### src/rtl/fetch_pc_unit_if.sv
// Fetch-unit handshake bundle: PC redirect in, instruction-memory request/response, decode-side buffer head.
interface fetch_pc_unit_if;
    logic        redirect;
    logic [31:0] redirect_pc;
    logic        imem_req;
    logic [31:0] imem_addr;
    logic        imem_ready;
    logic        imem_rvalid;
    logic [31:0] imem_rdata;
    logic        if_valid;
    logic        if_ready;
    logic [31:0] if_pc;
    logic [31:0] if_instr;

    // The fetch unit drives the request and the buffer head.
    modport master (
        input  redirect,
        input  redirect_pc,
        output imem_req,
        output imem_addr,
        input  imem_ready,
        input  imem_rvalid,
        input  imem_rdata,
        output if_valid,
        input  if_ready,
        output if_pc,
        output if_instr
    );

    modport slave (
        output redirect,
        output redirect_pc,
        input  imem_req,
        input  imem_addr,
        output imem_ready,
        output imem_rvalid,
        output imem_rdata,
        input  if_valid,
        output if_ready,
        input  if_pc,
        input  if_instr
    );
endinterface

### src/rtl/fetch_pc_unit.sv
// RV32I program counter and fetch sequencer: one outstanding word fetch, redirect/flush handling,
// and a small in-order buffer of {pc, instruction} pairs for decode.
module fetch_pc_unit #(
    parameter logic [31:0] RESET_PC = 32'h0000_0000,
    parameter int unsigned DEPTH    = 2
) (
    input logic             clk,
    input logic             rst_n,
    fetch_pc_unit_if.master bus
);

    localparam int unsigned PTR_W = (DEPTH > 2) ? $clog2(DEPTH) : 1;
    localparam int unsigned CNT_W = $clog2(DEPTH + 1);

    typedef enum logic {
        S_REQ  = 1'b0,
        S_WAIT = 1'b1
    } state_e;

    typedef struct packed {
        logic [31:0] pc;
        logic [31:0] instr;
    } entry_t;

    state_e             state_q,   state_d;
    logic [31:0]        pc_q,      pc_d;
    logic [31:0]        req_pc_q,  req_pc_d;
    logic               discard_q, discard_d;
    logic [PTR_W-1:0]   head_q,    head_d;
    logic [PTR_W-1:0]   tail_q,    tail_d;
    logic [CNT_W-1:0]   count_q,   count_d;
    entry_t             fifo_q [DEPTH];

    logic               fifo_full;
    logic               fifo_empty;
    logic               accept;
    logic               rsp;
    logic               push;
    logic               pop;
    entry_t             head_entry;

    function automatic logic [PTR_W-1:0] ptr_inc(input logic [PTR_W-1:0] p);
        return (p == PTR_W'(DEPTH - 1)) ? '0 : p + PTR_W'(1);
    endfunction

    assign fifo_full  = (count_q == CNT_W'(DEPTH));
    assign fifo_empty = (count_q == '0);
    assign head_entry = fifo_q[head_q];

    // Request depends only on registered state so redirect never glitches the bus.
    assign bus.imem_req  = (state_q == S_REQ) && !fifo_full && rst_n;
    assign bus.imem_addr = pc_q;
    assign bus.if_valid  = !fifo_empty && rst_n;
    assign bus.if_pc     = bus.if_valid ? head_entry.pc    : '0;
    assign bus.if_instr  = bus.if_valid ? head_entry.instr : '0;

    assign accept = bus.imem_req && bus.imem_ready;
    assign rsp    = (state_q == S_WAIT) && bus.imem_rvalid;
    assign push   = rsp && !discard_q && !bus.redirect && rst_n;
    assign pop    = bus.if_valid && bus.if_ready && !bus.redirect;

    // Next-state: redirect outranks accept, response, push and pop.
    always_comb begin
        state_d   = state_q;
        pc_d      = pc_q;
        req_pc_d  = req_pc_q;
        discard_d = discard_q;
        head_d    = head_q;
        tail_d    = tail_q;
        count_d   = count_q;

        if (bus.redirect) begin
            pc_d    = {bus.redirect_pc[31:2], 2'b00};
            head_d  = '0;
            tail_d  = '0;
            count_d = '0;
            unique case (state_q)
                S_REQ: begin
                    if (accept) begin
                        req_pc_d  = pc_q;
                        state_d   = S_WAIT;
                        discard_d = 1'b1;
                    end
                end
                S_WAIT: begin
                    if (bus.imem_rvalid) begin
                        state_d   = S_REQ;
                        discard_d = 1'b0;
                    end else begin
                        discard_d = 1'b1;
                    end
                end
                default: ;
            endcase
        end else begin
            unique case (state_q)
                S_REQ: begin
                    if (accept) begin
                        req_pc_d = pc_q;
                        pc_d     = pc_q + 32'd4;
                        state_d  = S_WAIT;
                    end
                end
                S_WAIT: begin
                    if (bus.imem_rvalid) begin
                        state_d   = S_REQ;
                        discard_d = 1'b0;
                    end
                end
                default: ;
            endcase

            if (push) begin
                tail_d = ptr_inc(tail_q);
            end
            if (pop) begin
                head_d = ptr_inc(head_q);
            end
            unique case ({push, pop})
                2'b10:   count_d = count_q + CNT_W'(1);
                2'b01:   count_d = count_q - CNT_W'(1);
                default: ;
            endcase
        end
    end

    always_ff @(posedge clk) begin
        if (!rst_n) begin
            state_q   <= S_REQ;
            pc_q      <= {RESET_PC[31:2], 2'b00};
            req_pc_q  <= '0;
            discard_q <= 1'b0;
            head_q    <= '0;
            tail_q    <= '0;
            count_q   <= '0;
        end else begin
            state_q   <= state_d;
            pc_q      <= pc_d;
            req_pc_q  <= req_pc_d;
            discard_q <= discard_d;
            head_q    <= head_d;
            tail_q    <= tail_d;
            count_q   <= count_d;
        end
    end

    // Buffer storage needs no reset; count gates visibility.
    always_ff @(posedge clk) begin
        if (push) begin
            fifo_q[tail_q] <= '{pc: req_pc_q, instr: bus.imem_rdata};
        end
    end

    // A response with nothing outstanding is a memory-side protocol error.
    a_no_rvalid_in_req : assert property (
        @(posedge clk) disable iff (!rst_n) !((state_q == S_REQ) && bus.imem_rvalid)
    );

endmodule

### src/flat_wrapper.sv
// flat-port wrapper written by rule: the top's interface ports become plain ports
module fetch_pc_unit_flat 
#(
    parameter logic [31:0] RESET_PC = 32'h0000_0000,
    parameter int unsigned DEPTH    = 2
)
  (clk, rst_n, bus_redirect, bus_redirect_pc, bus_imem_req, bus_imem_addr, bus_imem_ready, bus_imem_rvalid, bus_imem_rdata, bus_if_valid, bus_if_ready, bus_if_pc, bus_if_instr);
  fetch_pc_unit_if bus_i ();
  input logic clk;
  input logic rst_n;
  input wire logic [$bits(bus_i.redirect)-1:0] bus_redirect;
  input wire logic [$bits(bus_i.redirect_pc)-1:0] bus_redirect_pc;
  output wire logic [$bits(bus_i.imem_req)-1:0] bus_imem_req;
  output wire logic [$bits(bus_i.imem_addr)-1:0] bus_imem_addr;
  input wire logic [$bits(bus_i.imem_ready)-1:0] bus_imem_ready;
  input wire logic [$bits(bus_i.imem_rvalid)-1:0] bus_imem_rvalid;
  input wire logic [$bits(bus_i.imem_rdata)-1:0] bus_imem_rdata;
  output wire logic [$bits(bus_i.if_valid)-1:0] bus_if_valid;
  input wire logic [$bits(bus_i.if_ready)-1:0] bus_if_ready;
  output wire logic [$bits(bus_i.if_pc)-1:0] bus_if_pc;
  output wire logic [$bits(bus_i.if_instr)-1:0] bus_if_instr;
  assign bus_i.redirect = bus_redirect;
  assign bus_i.redirect_pc = bus_redirect_pc;
  assign bus_imem_req = bus_i.imem_req;
  assign bus_imem_addr = bus_i.imem_addr;
  assign bus_i.imem_ready = bus_imem_ready;
  assign bus_i.imem_rvalid = bus_imem_rvalid;
  assign bus_i.imem_rdata = bus_imem_rdata;
  assign bus_if_valid = bus_i.if_valid;
  assign bus_i.if_ready = bus_if_ready;
  assign bus_if_pc = bus_i.if_pc;
  assign bus_if_instr = bus_i.if_instr;
  fetch_pc_unit #(.RESET_PC(RESET_PC), .DEPTH(DEPTH)) u_core (.clk(clk), .rst_n(rst_n), .bus(bus_i));
endmodule
### config.mk
export PLATFORM = sky130hd
export DESIGN_NAME = fetch_pc_unit_flat
export DESIGN_NICKNAME = d
export VERILOG_FILES = /design/src/rtl/fetch_pc_unit_if.sv /design/src/rtl/fetch_pc_unit.sv /design/src/flat_wrapper.sv
export SDC_FILE = /design/constraint.sdc
export NUM_CORES = 1
export LEC_CHECK = 0
export CORE_MARGIN = 4
export CORE_UTILIZATION = 30
export CTS_BUF_LIST = sky130_fd_sc_hd__clkbuf_8
export CTS_CLUSTER_DIAMETER = 150
export DETAILED_ROUTE_END_ITERATION = 16
export GPL_TIMING_DRIVEN = 0
export PLACE_DENSITY = 0.5
export SLEW_MARGIN = 20
export SYNTH_ARGS = -nofsm -noshare
export SYNTH_HDL_FRONTEND = slang
export SYNTH_SLANG_ARGS = --single-unit
### constraint.sdc
create_clock -name clk -period 7 [get_ports clk]
set_input_delay 1.4 -clock clk [delete_from_list [all_inputs] [get_ports clk]]
set_output_delay 1.4 -clock clk [all_outputs]
set_load 0.02 [all_outputs]
* Word level (Yosys, flattened, before mapping)
Memory sizes are Yosys's and may differ from the RTL's. A register that Yosys moved wholly into a read port is not among the register bits.
Cells that the tools add are included.
** Word-level totals
- Flip-flop bits (word level) :: 70
- Output and inout bits :: 98
- Bits of input ports :: 70
- Logic and storage cells :: 64
- Memories kept :: 1
- Bits in writable memories :: 128
** Memory list
- u_core.fifo_q :: words 2, width 64, rd ports 1, clocked after memory_dff 1, write ports 1, RTL line fetch_pc_unit.sv:32 : entry_t fifo_q [DEPTH];
** Operators by class
- Reductions and logical operators :: 23
- Mux-type cells :: 20
- Equality and inequality tests :: 5
- $add $sub $neg :: 5
- Bitwise operators :: 2
** Operators with widths (number)
- 32-bit two-way mux :: 5
- 32-bit by 3-bit adder with 32-bit output (second input constant) :: 1
- 1-bit two-way mux :: 12
- 1-bit logical AND :: 10
- 2-bit nonzero test :: 4
- 2-bit equality test (second input constant) :: 2
- 1-bit logical NOT :: 4
- 1-bit one-hot mux with 2 select lines :: 2
- 2-bit one-hot mux with 2 select lines :: 1
- 2-bit AND reduction :: 2
- 3-bit by 2-bit inequality test with 1-bit output (second input constant) :: 1
- 3-bit AND reduction :: 1
- 1-bit adder (second input constant) :: 2
- 2-bit by 1-bit adder with 2-bit output (second input constant) :: 1
- 2-bit by 1-bit equality test with 1-bit output (second input constant) :: 1
- 2-bit logical NOT :: 1
- 2-bit inequality test (second input constant) :: 1
- 1-bit inverter :: 2
- 2-bit OR reduction :: 1
- 2-bit by 1-bit subtractor with 2-bit output (second input constant) :: 1

* Logic depth before layout (Yosys ltp)
Gate-level depths: netlist of run 1.
- Word-level depth :: 8
- Depth in mapped cells :: 9
- Depth with buffers taken out :: 8

* Worst setup path before layout of run 1
OpenSTA, ideal clock, no wires.
- Path type :: input to register
- Start :: input port rst_n
- End :: memory u_core.fifo_q[0][0] (netlist name) (enable)
- Slack :: 1.682 ns
- Cell stages on the path :: 5
- Setup time :: 0.482 ns
- Arrival time :: 4.836 ns
- Data required time :: 6.518 ns
- Path through :: clkbuf_1 -> nand2_1 -> nor3_1 -> inv_1 -> nor2_1
** Between the ends
- Longest elaborated chain between the ends :: 3
** Ends and longest elaborated chain
- start, declared :: RTL line flat_wrapper.sv:10 : input logic rst_n;
- 1-bit logical AND :: RTL line fetch_pc_unit.sv:59 : assign push = rsp && !discard_q && !bus.redirect && rst_n;
- 1-bit two-way mux :: RTL line fetch_pc_unit.sv:149 : if (push) begin
- 1-bit two-way mux (not written as such) :: RTL line fetch_pc_unit.sv:150 : fifo_q[tail_q] <= '{pc: req_pc_q, instr: bus.imem_rdata};
- end, declared :: RTL line fetch_pc_unit.sv:32
No other way between the ends.

* Worst setup path in the final report of run 1
- Start :: input port rst_n
- End :: output port bus_if_pc[16]
** Between the ends
- Longest elaborated chain between the ends :: 2
** Ends and longest elaborated chain
- 1-bit logical AND :: RTL line fetch_pc_unit.sv:53 : assign bus.if_valid = !fifo_empty && rst_n;
- 32-bit two-way mux :: RTL line fetch_pc_unit.sv:54 : assign bus.if_pc = bus.if_valid ? head_entry.pc : '0;
- end, declared :: RTL line flat_wrapper.sv:20 : output wire logic [$bits(bus_i.if_pc)-1:0] bus_if_pc;
No other way between the ends.

==> flow_summary.ini, run 1 <==
[layout]
final_nets = 918
stdcell_area_sq_mm = 0.0103
area_growth_pct = 32.0
nFillCells = 2456
drive_gt1_frac = 0.0570
antenna_cells = 0

[routing]
wl_per_cell_um = 16.7
vias = 5536
viasPerCell = 4.66
drt_iter0_drc = 370
routed_wirelength_um = 19800
dr.pass1.iters = 5
drc_errors = 0
antenna_left = 0

[flow_run]
drv_cap = 0

[timing]
setup_ws_ps = 1700
max_freq_ghz = 0.189
maxSlewHeadroom = 0.462
drv_slew = 0
fin_skew_ps = 17.7
hold_violations = 0
grt_setup_unrepaired = false
period_share = 0.757
tightest_slew_ps = 801
fin_crit_ps = 5300
setup_viol_count_final = 0

[global_route]
top_usage_layer = met2
grt-ovfl-total = 0
antenna_found_initial = 0
grt_pass1_vias = 5581
grt_first_pass_wirelength_um = 31500
met3_usage = 0.0397
grt_util_met1 = 0.194
grt_max_degree = 36
grt.total_usage = 0.142
use_met2 = 0.218

[status]
status = finished clean

[worst_setup_path]
r2r_cells = 5
crit_type = primary input to output pin
r2r_slack_ps = 4560
crit_path_max_incr_delay_ps = 670
critPathSlowestCell = clkdlybuf4s50_1
path_cells = clkdlybuf4s50_1, clkbuf_1, o21ai_2, clkbuf_1, nor2_1, clkdlybuf4s50_1
critPathCaptureType = output pin
cp.arrival_ps = 3900
required_ps = 5600
worstPathMaxFanout = 10
r2r_start = u_core.bus.imem_addr[13]$_SDFFE_PN0P_
regToRegEndpoint = u_core.bus.imem_addr[27]$_SDFFE_PN0P_
critPathLaunchType = primary input

[worst_hold_path]
whs_endpoint = u_core.discard_q$_SDFFE_PN0P_
min_from = u_core.discard_q$_SDFFE_PN0P_
min_path_type = flop to flop
min_path_cells = 2

[synthesis]
ys_types = 44
synth_edf_count = 124
yosys_warnings = 0
ys_seq_area_frac = 0.652
synth_cells = 661
ys_async_sr_fraction = 0
synth_seq_cells = 191
synth.avg_cell_area_sq_um = 11.8
netlist_area_sq_mm = 0.00777
synthFlopType = edfxtp_1

[die]
die_w_um = 169
row_count = 58
coreArea_sq_mm = 0.0253
io_pins = 168
die_area_sq_mm = 0.0285
die_h_um = 169
initial_utilization = 0.307

[clock_network]
clkSinkCount = 191
cts_buffers = 17
cts_root_buffer = clkbuf_8
hold_buffers = 0
clk_pin_slew_ps = 100
clock_latency_ps = 460
cts_tree = yes
clockBufferDepth = 2
cts.htree.levels = 4
ctsResizeCount = 0
post_cts_buffers = 0

[placed_design]
post_dp_cell_area_sq_mm = 0.00987
portBuffers = 160
place_ws_ps = 1640
dpl.hpwl_um = 14600
gp_congestion = 0.861

[power]
leakagePower_nw = 3.28
peakVddDrop_v = 0.0000855
p_per_area_mw_per_mm2 = 204
==> stage by stage <==
stage / util / hold slack (ps) / power, mW / TNS, ps / cells
after detailed placement: 0.390 / 439 / 1.43 / 0 / 1157
final: 0.405 / 451 / 2.09 / 0 / 1189
after global placement: 0.387 / 433 / 1.43 / -76450 / 1154
after global routing: 0.405 / 476 / 2.20 / 0 / 1189
after floorplan: - / 422 / 1.33 / 0 / 664
after CTS: 0.405 / 456 / 2.13 / 0 / 1189
==> critical path: cells and delay by family <==
kind	cells	cell delay, ps
buffers and inverters	4	1940
AOI/OAI and AO/OA	1	370
and+or+nand+nor	1	180
==> cell usage in the layout, fill, tap and decap left out, drive strengths merged, types with 4 or more instances in the layout <==
cell	count
buf	15
clkbuf	48
and3	4
clkinv	6
clkdlybuf4s50	160
nor2	77
xnor2	7
a21oi	47
nand3	14
nand2	82
nand4	18
inv	18
conb	4
nor4	6
or3	5
edfxtp	124
nand2b	7
dfxtp	67
o21ai	23
xor2	14
nor3	8
o31a	5
mux2i	66
==> synthesized netlist by cell type (all sizes together), types with 7 or more instances <==
cell	instances	area, sq um
a21oi	47	235
xnor2	7	61.3
buf	12	66.3
o21ai	23	115
mux2i	66	661
inv	9	33.8
nand4	18	128
nor2	77	292
edfxtp	124	3720
dfxtp	67	1340
nand2	82	308
xor2	14	123
nand3	14	70.1
nand2b	7	43.8
clkbuf	31	116
nor3	8	40.0
==> flip-flops by register name, indices dropped and copies added, names as in the netlist, named ones only <==
signal	count
u_core.bus.imem_addr	30
u_core.count_q	2
u_core.discard_q	1
u_core.fifo_q	124
u_core.head_q	1
u_core.req_pc_q	30
u_core.state_q	1
u_core.tail_q	1
==> how the worst max path moves through the flow <==
stage / start / end
2_1_floorplan: rst_n / u_core.fifo_q[0][0]$_DFFE_PP_
3_3_place_gp: rst_n / u_core.fifo_q[0][59]$_DFFE_PP_
3_5_place_dp: rst_n / bus_if_pc[16]
4_1_cts: rst_n / bus_if_pc[16]
5_1_grt: rst_n / bus_if_pc[17]
6_report: rst_n / bus_if_pc[16]
==> layer usage <==
layer  share of wire  up-vias
li1                -     2739
met1            0.47     2600
met2            0.44      176
met3           0.073       21
met4           0.018        0
met5               0        -
==> final cells by class <==
class,instances,area [sq um],share of cell area
Buffer,43,183,0.0178
Timing Repair Buffer,163,1660,0.162
Inverter,9,33.8,0.00329
Tap cell,330,413,0.0403
Multi-Input combinational cell,421,2510,0.245
Clock buffer,17,234,0.0228
Clock inverter,15,151,0.0148
Sequential cell,191,5060,0.494
==> power breakdown <==
part / switching, mW / internal, mW / total, mW / leakage [nW]
sequential: 0.0285 / 1.21 / 1.24 / 1.77
combinational: 0.0804 / 0.0790 / 0.159 / 1.32
clock: 0.423 / 0.267 / 0.690 / 0.200
total: 0.532 / 1.56 / 2.09 / 3.28
==> cells by family (layout without fill, tap and decap cells) <==
logic type      after synthesis  after routing  share of synthesized area
other cells                   1              4                   0.000483
simple gates                236            236                      0.139
mux                          66             66                     0.0850
fa+ha+maj                     2              2                    0.00322
compound gates               92             92                     0.0686
buf+inv                      52            247                     0.0279
flops                       191            191                      0.652
xor+xnor                     21             21                     0.0237
(Power assumes the default switching activity.)
==> inputs of run 2 (changes only) <==
==> constraint.sdc (replaced) <==
create_clock -name clk -period 5.2 [get_ports clk]
set_input_delay 1.04 -clock clk [delete_from_list [all_inputs] [get_ports clk]]
set_output_delay 1.04 -clock clk [all_outputs]
set_load 0.02 [all_outputs]
==> results of run 2 <==
The final DEF is identical to that of run 1. Status: finished clean.
Main changes from that run: setup slack after placement 1640 ps -> 562 ps; setup slack after layout 1700 ps -> 622 ps; register-to-register setup slack 4560 ps -> 2760 ps; total power 2.09 mW -> 2.82 mW; worst IR drop on VDD 0.0000855 V -> 0.000115 V
==> inputs of run 3 (changes only) <==
--- a/config.mk
+++ b/config.mk
@@ -10,8 +10,10 @@
 export CTS_BUF_LIST = sky130_fd_sc_hd__clkbuf_8
 export CTS_CLUSTER_DIAMETER = 150
 export DETAILED_ROUTE_END_ITERATION = 16
+export DONT_BUFFER_PORTS = 1
 export GPL_TIMING_DRIVEN = 0
-export PLACE_DENSITY = 0.5
+export PLACE_DENSITY = 0.42
+export SKIP_CTS_REPAIR_TIMING = 1
 export SLEW_MARGIN = 20
 export SYNTH_ARGS = -nofsm -noshare
 export SYNTH_HDL_FRONTEND = slang
==> run 3 against run 2 <==
Against the previous run: register-to-register slack barely moved; hold slack got worse by 3.0 ps; non-clock buffer count fell by 160; total power rose by 1.5%; critical path depth fell by 2; largest power group unchanged; highest routed layer unchanged.
==> flow_summary.ini, run 3 (synthesis results as in run 1) <==
[timing]
setup_ws_ps = 1470
tightest_slew_ps = 774
drv_slew = 0
hold_violations = 0
max_freq_ghz = 0.268
fin_skew_ps = 25.7
period_share = 0.716
grt_setup_unrepaired = false
tns_ps = 0
fin_crit_ps = 3730
setup_viol_count_final = 0
maxSlewHeadroom = 0.484

[die]
initial_utilization = 0.307
die_area_sq_mm = 0.0285
die_h_um = 169
row_count = 58
die_w_um = 169
coreArea_sq_mm = 0.0253
io_pins = 168

[clock_network]
cts_buffers = 17
clk_pin_slew_ps = 80
cts_root_buffer = clkbuf_8
cts.htree.levels = 4
clock_latency_ps = 450
clkSinkCount = 191
cts_tree = yes
clockBufferDepth = 2

[routing]
dr.pass1.iters = 5
antenna_left = 0
vias = 5018
drc_errors = 0
viasPerCell = 4.88
drt_iter0_drc = 362
wl_per_cell_um = 19.2
routed_wirelength_um = 19700

[worst_setup_path]
r2r_cells = 5
critPathLaunchType = primary input
path_cells = clkbuf_1, o21ai_2, clkbuf_1, nor2_1
critPathSlowestCell = nor2_1
r2r_slack_ps = 2760
r2r_start = u_core.bus.imem_addr[2]$_SDFFE_PN0P_
crit_path_max_incr_delay_ps = 520
critPathCaptureType = output pin
crit_type = primary input to output pin
worstPathMaxFanout = 10
required_ps = 4160
crit_path_frequent_cell = clkbuf_1
cp.arrival_ps = 2690
regToRegEndpoint = u_core.bus.imem_addr[26]$_SDFFE_PN0P_

[worst_hold_path]
min_path_cells = 2
min_from = u_core.discard_q$_SDFFE_PN0P_
whs_endpoint = u_core.discard_q$_SDFFE_PN0P_
min_path_type = flop to flop

[power]
leakagePower_nw = 2.73
p_total_mw = 2.86
p_per_area_mw_per_mm2 = 329
peakVddDrop_v = 0.000145

[layout]
final_nets = 758
top_register = u_core.fifo_q
drive_gt1_frac = 0.0672
fin_util = 0.344
largest_reg_flops = 124
final_cell_mix = edfxtp_1, nand2_1, nor2_1, dfxtp_1, mux2i_1
antenna_cells = 0
area_growth_pct = 12.0
layout_commonest_cell = edfxtp_1
stdcell_area_sq_mm = 0.00870

[global_route]
grt-ovfl-total = 0
grt_max_degree = 45
grt_pass1_vias = 4988
antenna_found_initial = 0
grt_first_pass_wirelength_um = 30000
top_usage_layer = met2
use_met2 = 0.215
met3_usage = 0.0504
grt.total_usage = 0.136
grt_util_met1 = 0.177

[placed_design]
post_dp_cell_area_sq_mm = 0.00828
dpl.hpwl_um = 14400
gp_congestion = 0.834
place_ws_ps = 1370
portBuffers = 0

[flow_run]
drv_cap = 0

[status]
status = finished clean
-- run 3: changes by cell type in the layout (fill, tap and decap cells not counted), moves of 2 or more --
cell	delta
clkinv_2	+2
clkdlybuf4s50_1	-160
bufinv_16	+4
inv_8	-4
inv_1	+2
clkinv_8	-2
clkinv_4	-3
-- run 3: metrics by stage --
stage                     std cells  hold slack, ps
after floorplan                 664             422
after global placement          994             435
after detailed placement        997             433
after CTS                      1029             447
after global routing           1029             463
final                          1029             448
-- run 3: worst max-delay path, delay by kind of cell --
family | cells | cell delay [ps]
AO/OA/AOI/OAI | 1 | 360
AND/OR/NAND/NOR | 1 | 520
buffers and inverters | 2 | 760
-- run 3: layout make-up --
class / instances / area, sq um
fillers: 2572 / 16600
clock buffers: 17 / 234
plain buffers: 43 / 183
well taps: 330 / 413
multi-input cells: 421 / 2510
inverters: 9 / 33.8
repair buffers: 3 / 67.6
clock inverters: 15 / 191
flip-flops and latches: 191 / 5060
-- run 3: per-layer routing --
metal	routed length (um)	up-vias	part of all wire
li1	-	2421	-
met1	8480	2389	0.43
met2	9060	194	0.46
met3	1910	14	0.097
met4	254	0	0.013
met5	0	-	0
-- run 3: worst max-delay path by stage --
stage,endpoint,slack [ps],start
2_1_floorplan,u_core.fifo_q[0][0]$_DFFE_PP_,240,rst_n
3_3_place_gp,u_core.fifo_q[0][27]$_DFFE_PP_,-2030,rst_n
3_5_place_dp,u_core.fifo_q[0][57]$_DFFE_PP_,1370,rst_n
4_1_cts,bus_if_pc[14],1400,rst_n
5_1_grt,bus_if_pc[13],1330,rst_n
6_report,bus_if_pc[13],1470,rst_n
-- run 3: power breakdown --
group,switching [mW],internal [mW]
Combinational,0.0672,0.0358
Clock,0.532,0.525
Sequential,0.0638,1.64
Total,0.663,2.20
